--- src/rtl/cycle_sequencer.sv ---
// cycle_sequencer
// Instruction-cycle controller for a simple single-issue core. It runs the
// sequence FETCH -> (WAIT)* -> EXEC -> SETTLE -> WB, owns the program
// counter and retired-instruction counter, and issues the one-cycle
// execute enable and write-back commit strobes.
//
// Handshake: fetch_req is a valid-style request that is held, with pc
// stable, until mem_ready is seen high on a rising edge while fetch_req is
// high. mem_ready is only looked at in FETCH and WAIT. No other
// valid/ready pairs exist on this block.
//
// Parameters
//   WORD          datapath / address width
//   RESET_PC      pc value loaded by reset
//   FETCH_TIMEOUT consecutive not-ready WAIT cycles that trip FAULT (1..255)
//
// Ports
//   clk, rst                 clock, synchronous active-high reset
//   run                      start/continue request (IDLE and WB)
//   halt_req                 stop after the in-flight instruction retires
//   mem_ready                instruction memory acknowledge
//   jump, mem_wb, reg_wb,
//   flag_update              execute-stage result strobes (used in WB)
//   PC_jump_loc, PC_jump_inc absolute target / relative increment (WB)
//   pc                       program counter, drives the fetch address
//   fetch_req                fetch request
//   dne_tr                   one-cycle execute enable
//   reg_we, mem_we, sreg_we  one-cycle write-back commits
//   busy                     high except in IDLE and HALT
//   fault                    sticky fetch-timeout indicator
//   retired                  completed instruction count
//   state_dbg                current FSM state encoding (debug visibility)

module cycle_sequencer #(
  parameter int              WORD          = 16,
  parameter logic [WORD-1:0] RESET_PC      = '0,
  parameter int              FETCH_TIMEOUT = 8
) (
  input  logic            clk,
  input  logic            rst,
  input  logic            run,
  input  logic            halt_req,
  input  logic            mem_ready,
  input  logic            jump,
  input  logic            mem_wb,
  input  logic            reg_wb,
  input  logic            flag_update,
  input  logic [WORD-1:0] PC_jump_loc,
  input  logic [WORD-1:0] PC_jump_inc,
  output logic [WORD-1:0] pc,
  output logic            fetch_req,
  output logic            dne_tr,
  output logic            reg_we,
  output logic            mem_we,
  output logic            sreg_we,
  output logic            busy,
  output logic            fault,
  output logic [WORD-1:0] retired,
  output logic [2:0]      state_dbg
);

  typedef enum logic [2:0] {
    S_IDLE   = 3'd0,
    S_FETCH  = 3'd1,
    S_WAIT   = 3'd2,
    S_EXEC   = 3'd3,
    S_SETTLE = 3'd4,
    S_WB     = 3'd5,
    S_HALT   = 3'd6,
    S_FAULT  = 3'd7
  } state_t;

  // Last WAIT cycle before the timeout trips: the FETCH_TIMEOUT-th
  // consecutive not-ready WAIT cycle sees wait_cnt == FETCH_TIMEOUT-1.
  localparam logic [7:0] WAIT_LAST = 8'(FETCH_TIMEOUT - 1);

  state_t     state;
  state_t     state_n;
  logic [7:0] wait_cnt;
  logic       halt_lat;

  assign state_dbg = state;

  // Next-state and outputs
  always_comb begin
    state_n   = state;
    fetch_req = 1'b0;
    dne_tr    = 1'b0;
    reg_we    = 1'b0;
    mem_we    = 1'b0;
    sreg_we   = 1'b0;
    busy      = 1'b1;
    case (state)
      S_IDLE: begin
        busy = 1'b0;
        if (run) state_n = S_FETCH;
      end
      S_FETCH: begin
        fetch_req = 1'b1;
        state_n   = mem_ready ? S_EXEC : S_WAIT;
      end
      S_WAIT: begin
        fetch_req = 1'b1;
        if (mem_ready)                   state_n = S_EXEC;
        else if (wait_cnt == WAIT_LAST)  state_n = S_FAULT;
      end
      S_EXEC: begin
        dne_tr  = 1'b1;
        state_n = S_SETTLE;
      end
      S_SETTLE: begin
        state_n = S_WB;
      end
      S_WB: begin
        // Commits are suppressed while reset is asserted so a WB cycle
        // that coincides with reset writes nothing back.
        reg_we  = reg_wb & ~rst;
        mem_we  = mem_wb & ~rst;
        sreg_we = flag_update & ~rst;
        if (halt_req || halt_lat) state_n = S_HALT;
        else if (run)             state_n = S_FETCH;
        else                      state_n = S_IDLE;
      end
      S_HALT: begin
        busy = 1'b0;
      end
      S_FAULT: begin
        // Terminal until reset; no write-back.
      end
      default: state_n = S_IDLE;
    endcase
  end

  // State, counters and architectural registers
  always_ff @(posedge clk) begin
    if (rst) begin
      state    <= S_IDLE;
      wait_cnt <= '0;
      halt_lat <= 1'b0;
      pc       <= RESET_PC;
      retired  <= '0;
      fault    <= 1'b0;
    end else begin
      state <= state_n;
      // Counts consecutive not-ready WAIT cycles; cleared outside WAIT.
      if (state == S_WAIT) wait_cnt <= wait_cnt + 8'd1;
      else                 wait_cnt <= '0;
      // Halt requests are remembered until reset; only WB acts on them.
      halt_lat <= halt_lat | halt_req;
      if (state == S_WB) begin
        pc      <= jump ? PC_jump_loc : pc + PC_jump_inc;
        retired <= retired + 1'b1;
      end
      if (state_n == S_FAULT) fault <= 1'b1;
    end
  end

endmodule
--- config.mk ---
export PLATFORM = sky130hd
export DESIGN_NAME = cycle_sequencer
export DESIGN_NICKNAME = d
export VERILOG_FILES = /design/src/rtl/cycle_sequencer.sv
export SDC_FILE = /design/constraint.sdc
export NUM_CORES = 1
export LEC_CHECK = 0
export CAP_MARGIN = 20
export CORE_AREA = 2 2 77 116
export CTS_BUF_LIST = sky130_fd_sc_hd__clkbuf_4
export CTS_CLUSTER_DIAMETER = 80
export DETAILED_ROUTE_END_ITERATION = 16
export DIE_AREA = 0 0 79 118
export HOLD_SLACK_MARGIN = 0.05
export PLACE_DENSITY = 0.72
export SYNTH_ARGS = -nofsm -noshare
export SYNTH_HDL_FRONTEND = slang
export SYNTH_SLANG_ARGS = --single-unit
export TNS_END_PERCENT = 100
--- constraint.sdc ---
create_clock -name clk -period 3.15 [get_ports clk]
set_clock_uncertainty 0.05 [all_clocks]
set_input_delay 0.63 -clock clk [delete_from_list [all_inputs] [get_ports clk]]
set_output_delay 0.63 -clock clk [all_outputs]
set_load 0.005 [all_outputs]
==> results.tsv, run 1 <==
stage	metric	value	unit
outcome	status	complete, no violations	
sta	fmax	0.373	GHz
critical_path	CP Class	reg -> out	
pwr	total internal power	870	uW
synthesis	area leader, netlist	dfxtp_1	
critical_path	Reg-to-Reg End	pc[8]	
synthesis	synth top area cells	dfxtp_1, ha_1, a21oi_1	
clocking	Clk Latency, worst-skew pair	0.36	ns
floorplan	Ports	83	
clocking	Hold Buf Count CTS	0	
floorplan	Die X	79	um
detailed_routing	Iter 0 DRT Violations	96	
pwr	Comb pwr share	18.0	%
detailed_routing	WL final	8050	um
detailed_routing	via count	2865	
synthesis	number of flops mapped to enable cells by yosys	0	
global_route	first-pass GRT wire length	13400	um
job	MaxCap Viol Count	0	
sta	Setup TNS	0	ns
sta	Setup-failing EPs final	0	
synthesis	distinct cell type count after synthesis	52	
pwr	peak supply drop	0.158	mV
synthesis	Yosys warning total	0	
clocking	number of buffers created by CTS	5	
placed_design	# port buffers	82	
critical_path	Worst setup SP type	flop	
sta	period utilization	85.1	%
sta	Worst Tran Pin Value	0.513	ns
global_route	initial antenna violation count	0	
synthesis	Seq/Total Area, Yosys	31.8	%
synthesis	commonest cells in the netlist	dfxtp_1, nand2_1, nor2_1	
critical_path	WP data arrival	2.00	ns
detailed_routing	drt drc	0	
synthesis	most frequent cell after synthesis	dfxtp_1	
critical_path	Reg-to-Reg Start	pc[0]	
pwr	sequential power share	49.5	%
pwr	Psw	328	uW
synthesis	Syn Nets	411	
clocking	Max Buffers Root-to-Sink	2	
clocking	post-cts sizing count	0	
placed_design	GPL Wtd Cong	0.904	
floorplan	core box area	0.00831	mm2
cells_and_area	layout cells sized above 1	4.63	%
cells_and_area	Layout Cells excl Fill	539	
clocking	Root Driver	clkbuf_4	
synthesis	Post-Syn Area	0.00283	mm2
pwr	total chip power	1.20	mW
global_route	gr ovfl total	0	
floorplan	Die ar.	0.00932	mm2
synthesis	ys flop type	dfxtp_1	
critical_path	r2r setup slk	0.82	ns
pwr	Switching Share	27.4	%
clocking	CTS H-tree depth	2	
sta	minimum clock period	2.68	ns
clocking	# clock sinks	45	
global_route	Total Routing Usage GR	17.6	%
cells_and_area	Antenna diodes	0	
critical_path	CP Max Fanout	10	
synthesis	flip-flop and latch count after synthesis	45	
detailed_routing	Pre-antenna DRT Iters	4	
cells_and_area	Final Instance Area	0.00382	mm2
global_route	vias in the first global route	2930	
critical_path	CP endpoint kind	output pin	
worst_hold_path	hold depth	1	
detailed_routing	routed len/inst	14.9	um
sta	Worst slew margin	65.4	%
sta	final worst slack	0.468	ns
sta	Final Hold Viols	0	
synthesis	area share of the largest cell type after synthesis	31.8	%
pwr	clock network power share	32.5	%
synthesis	syn_area_per_cell	8.04	um2
global_route	pin count of the biggest net entering global routing	29	
clocking	clk slew on worst S/H paths	0.15	ns
worst_hold_path	Worst Hold Endpoint	wait_cnt[0]	
critical_path	reg2reg path depth	7	
clocking	CTS tree	built	
placed_design	Placed Cells	531	
worst_hold_path	HP Class	reg -> reg	
worst_hold_path	Hold Path Origin	wait_cnt[0]	
synthesis	Async SR Flop Fraction	0	%
pwr	Lkg Pwr	1.49	nW
floorplan	Initial Utilization	34.0	%
clocking	postcts setup bufs	0	
floorplan	num rows	41	
placed_design	DP Area	0.00373	mm2
sta	RSZ-0062 raised after global routing	false	
critical_path	Worst EP required	2.47	ns
sta	fin. max-slew vios	0	
placed_design	pre-CTS setup slack	0.0932	ns
placed_design	dpl hpwl	6050	um
floorplan	Die Height	118	um
detailed_routing	Antenna Nets Post-Route	0	
detailed_routing	Vias per Instance	5.32	
pwr	pwr dens	313	mW/mm2
synthesis	Synth Instances	352	
cells_and_area	area delta synth->final	35.1	%
cells_and_area	fin nets	490	
[routing by layer]
layer  GRT usage, %  vias up  routed length, um
met2           33.1       81               4380
met4           6.57        0                171
met1           18.8     1338               3140
met5              0        -                  0
met3           3.37       12                357
li1               -     1434                  -
[cell type report]
type,count,area [um2]
Fill cell,860,4490
Tap cell,107,134
Multi-Input combinational cell,285,1810
Timing Repair Buffer,87,858
Sequential cell,45,901
Inverter,7,26.3
Clock buffer,5,37.5
Clock inverter,3,50.0
[cells by family (layout without fill, tap and decap cells)]
family,Yosys count,count (layout),synth area share (%)
simple gates,139,139,25.3
compound gates,97,97,20.7
flops,45,45,31.8
xor+xnor,26,26,8.05
buf+inv,22,102,4.02
fa+ha+maj,18,18,8.23
mux,5,5,1.81
[flip-flops by register name (all words and copies together), names as in the netlist]
name and count:
retired 16, pc 16, state_dbg 3, fault 1, halt_lat 1, wait_cnt 8
[cell usage in the layout (no fill, tap or decap), drive strengths merged, types with 4 or more instances in the layout]
cell type,count
a211oi,5
a21oi,35
and3,10
buf,5
clkbuf,5
clkdlybuf4s50,82
dfxtp,45
ha,17
inv,8
mux2i,4
nand2,36
nand2b,4
nand3,17
nand4,6
nor2,36
nor3,8
o211ai,5
o21ai,30
or3,8
xnor2,12
xor2,14
[power groups by stage]
| stage | registers, mW | logic (mW) | clock network, mW |
|---|---|---|---|
| 2_1_floorplan | 0.598 | 0.119 | 0 |
| 3_3_place_gp | 0.605 | 0.212 | 0 |
| 3_5_place_dp | 0.605 | 0.216 | 0 |
| 4_1_cts | 0.593 | 0.217 | 0.403 |
| 5_1_grt | 0.596 | 0.237 | 0.426 |
| 6_report | 0.593 | 0.215 | 0.389 |
[stage by stage]
step           hold slack (ns)  util, %
2_1_floorplan            0.363        -
3_3_place_gp             0.373     44.9
3_5_place_dp             0.392     44.9
4_1_cts                  0.413     46.0
5_1_grt                  0.427     46.0
6_report                 0.408     46.0
[how the worst max path moves through the flow]
stage                   startpoint  slack (ns)     end  cells past startpoint
global route          state_dbg[0]        0.34  reg_we                      3
finish                state_dbg[0]        0.47  reg_we                      3
detailed placement  PC_jump_inc[0]        0.09   pc[8]                      8
floorplan           PC_jump_inc[0]        0.68   pc[8]                      7
CTS                   state_dbg[0]        0.45  reg_we                      3
global placement    PC_jump_inc[0]        0.13   pc[8]                      8
[worst max-delay path, stage by stage, from the launching register on]
cell	delay (ns)
dfxtp_1	0.59
and3b_1	0.34
and3_1	0.19
clkdlybuf4s50_1	0.52
Note: power is estimated with default switching activity, not from simulation.
==> run 2: changes to the inputs <==
Settings changed: ABC_CLOCK_PERIOD_IN_PS set to 3150, CORE_AREA 2 2 77 116 to 2 2 107 83, CTS_BUF_LIST sky130_fd_sc_hd__clkbuf_4 to sky130_fd_sc_hd__clkbuf_16, DIE_AREA 0 0 79 118 to 0 0 109 85.
==> run 2 against run 1 <==
Final cell count increased by 0.19%. Via count increased by 0.21%. Clock power increased by 34%. Fmax decreased by 2.2%. Wire length decreased by 2.5%. Global-route usage decreased by 0.11 points. Critical endpoint is now pc[8]. Critical path depth increased by 5. Register-to-register slack improved by 0.03 ns.
==> results.tsv, run 2 (same netlist as run 1, synthesis figures left out) <==
stage	metric	value	unit
worst_hold_path	Worst Hold Endpoint	wait_cnt[0]	
detailed_routing	WL final	7850	um
pwr	Switching Share	25.7	%
critical_path	r2r setup slk	0.85	ns
critical_path	Worst setup SP type	input pin	
floorplan	num rows	29	
floorplan	Ports	83	
critical_path	CP Class	in -> reg	
floorplan	Die ar.	0.00927	mm2
detailed_routing	Antenna Nets Post-Route	0	
global_route	pin count of the biggest net entering global routing	29	
worst_hold_path	hold depth	1	
pwr	clock network power share	39.3	%
clocking	Hold Buf Count CTS	0	
sta	Worst slew margin	65.8	%
clocking	number of buffers created by CTS	5	
floorplan	core box area	0.00824	mm2
critical_path	reg2reg path depth	7	
clocking	CTS tree	built	
sta	Hold WS	0.401	ns
worst_hold_path	HP Class	reg -> reg	
sta	Worst Tran Pin Value	0.512	ns
critical_path	CP endpoint kind	flop	
clocking	Clk Latency, worst-skew pair	0.28	ns
critical_path	WP data arrival	2.87	ns
global_route	first-pass GRT wire length	13000	um
sta	fin. max-slew vios	0	
clocking	post-cts sizing count	0	
detailed_routing	routed len/inst	14.5	um
sta	RSZ-0062 raised after global routing	false	
worst_hold_path	Hold Path Origin	wait_cnt[0]	
cells_and_area	commonest non-fill, non-tap cells in the layout	clkdlybuf4s50_1, dfxtp_1, nand2_1, nor2_1, a21oi_1	
cells_and_area	Largest regs	pc x16, retired x16, wait_cnt x8	
pwr	total chip power	1.33	mW
placed_design	Placed Cells	532	
placed_design	# port buffers	82	
critical_path	CP Max Fanout	3	
critical_path	Reg-to-Reg End	pc[8]	
global_route	vias in the first global route	2782	
sta	Setup TNS	0	ns
global_route	initial antenna violation count	0	
placed_design	DP Area	0.00373	mm2
sta	fmax	0.365	GHz
sta	Setup-failing EPs final	0	
pwr	Lkg Pwr	1.50	nW
floorplan	Initial Utilization	34.3	%
detailed_routing	Pre-antenna DRT Iters	4	
cells_and_area	Layout Cells excl Fill	540	
detailed_routing	Iter 0 DRT Violations	133	
pwr	sequential power share	44.5	%
detailed_routing	Vias per Instance	5.32	
clocking	clk slew on worst S/H paths	0.07	ns
clocking	postcts setup bufs	0	
clocking	Root Driver	clkbuf_16	
job	MaxCap Viol Count	0	
pwr	Psw	341	uW
detailed_routing	via count	2871	
critical_path	Reg-to-Reg Start	pc[0]	
critical_path	Worst EP required	3.28	ns
pwr	pwr dens	342	mW/mm2
outcome	status	complete, no violations	
cells_and_area	fin nets	490	
clocking	# clock sinks	45	
clocking	Max Buffers Root-to-Sink	2	
global_route	gr ovfl total	0	
cells_and_area	area delta synth->final	37.2	%
detailed_routing	drt drc	0	
floorplan	Die Height	85	um
sta	minimum clock period	2.74	ns
cells_and_area	Final Instance Area	0.00388	mm2
pwr	Comb pwr share	16.1	%
placed_design	dpl hpwl	5910	um
cells_and_area	Antenna diodes	0	
pwr	total internal power	988	uW
sta	Final Hold Viols	0	
floorplan	Die X	109	um
pwr	peak supply drop	0.193	mV
clocking	CTS H-tree depth	2	
sta	period utilization	87.1	%
global_route	Total Routing Usage GR	17.5	%
cells_and_area	layout cells sized above 1	4.63	%
cells_and_area	most common cell after layout, fill and taps aside	clkdlybuf4s50_1	
placed_design	GPL Wtd Cong	0.891	
run 2: changes by cell type in the layout (fill, tap and decap cells not counted):
cell	previous run	this run
clkbuf_16	0	5
clkinv_4	1	0
bufinv_16	1	0
inv_8	1	0
clkinvlp_4	0	3
clkbuf_4	5	0
run 2: worst max-delay path by stage:
stage                         startpoint     end  slack, ns
after floorplan           PC_jump_inc[0]   pc[8]       0.68
after global placement    PC_jump_inc[0]   pc[8]       0.13
after detailed placement  PC_jump_inc[0]   pc[8]       0.11
after CTS                 PC_jump_inc[0]   pc[8]       0.42
after global routing      PC_jump_inc[0]  pc[10]       0.30
final                     PC_jump_inc[0]   pc[8]       0.41
run 2: final cells by class:
class / instances / area [um2]
well taps: 108 / 135
multi-input cells: 285 / 1810
flip-flops and latches: 45 / 901
clock inverters: 3 / 22.5
clock buffers: 5 / 125
inverters: 7 / 26.3
fillers: 802 / 4350
repair buffers: 87 / 858
run 2: through the flow:
stage / setup WS, ns / util, %
2_1_floorplan: 0.680 / -
3_3_place_gp: 0.135 / 45.3
3_5_place_dp: 0.113 / 45.3
4_1_cts: 0.420 / 47.1
5_1_grt: 0.298 / 47.1
6_report: 0.407 / 47.1
run 2: per-layer routing:
| metal | routed length, um | track usage [%] | part of all wire, % | vias to the layer above |
|---|---|---|---|---|
| li1 | - | - | - | 1437 |
| met1 | 3800 | 24.4 | 48 | 1344 |
| met2 | 3520 | 28.2 | 45 | 85 |
| met3 | 491 | 3.23 | 6.3 | 5 |
| met4 | 38 | 3.50 | 0.48 | 0 |
| met5 | 0 | 0 | 0 | - |
run 2: power groups by stage:
stage | clock, mW | sequential [mW] | combinational (mW)
CTS | 0.539 | 0.592 | 0.216
global route | 0.559 | 0.594 | 0.236
global placement | 0 | 0.605 | 0.212
floorplan | 0 | 0.598 | 0.119
detailed placement | 0 | 0.605 | 0.215
finish | 0.523 | 0.592 | 0.215
run 2: worst max-delay path, stage by stage:
cell and delay (ns):
clkdlybuf4s50_1 0.40, ha_1 0.24, fa_1 0.44, a211oi_2 0.28, o211ai_1 0.16, and3_1 0.21
or3_1 0.31, a32o_1 0.21
==> run 3: changes to the inputs <==
Settings changed: CTS_CLUSTER_SIZE set to 20.
==> results of run 3 <==
The final DEF is identical to that of run 2; final timing and power are the same.
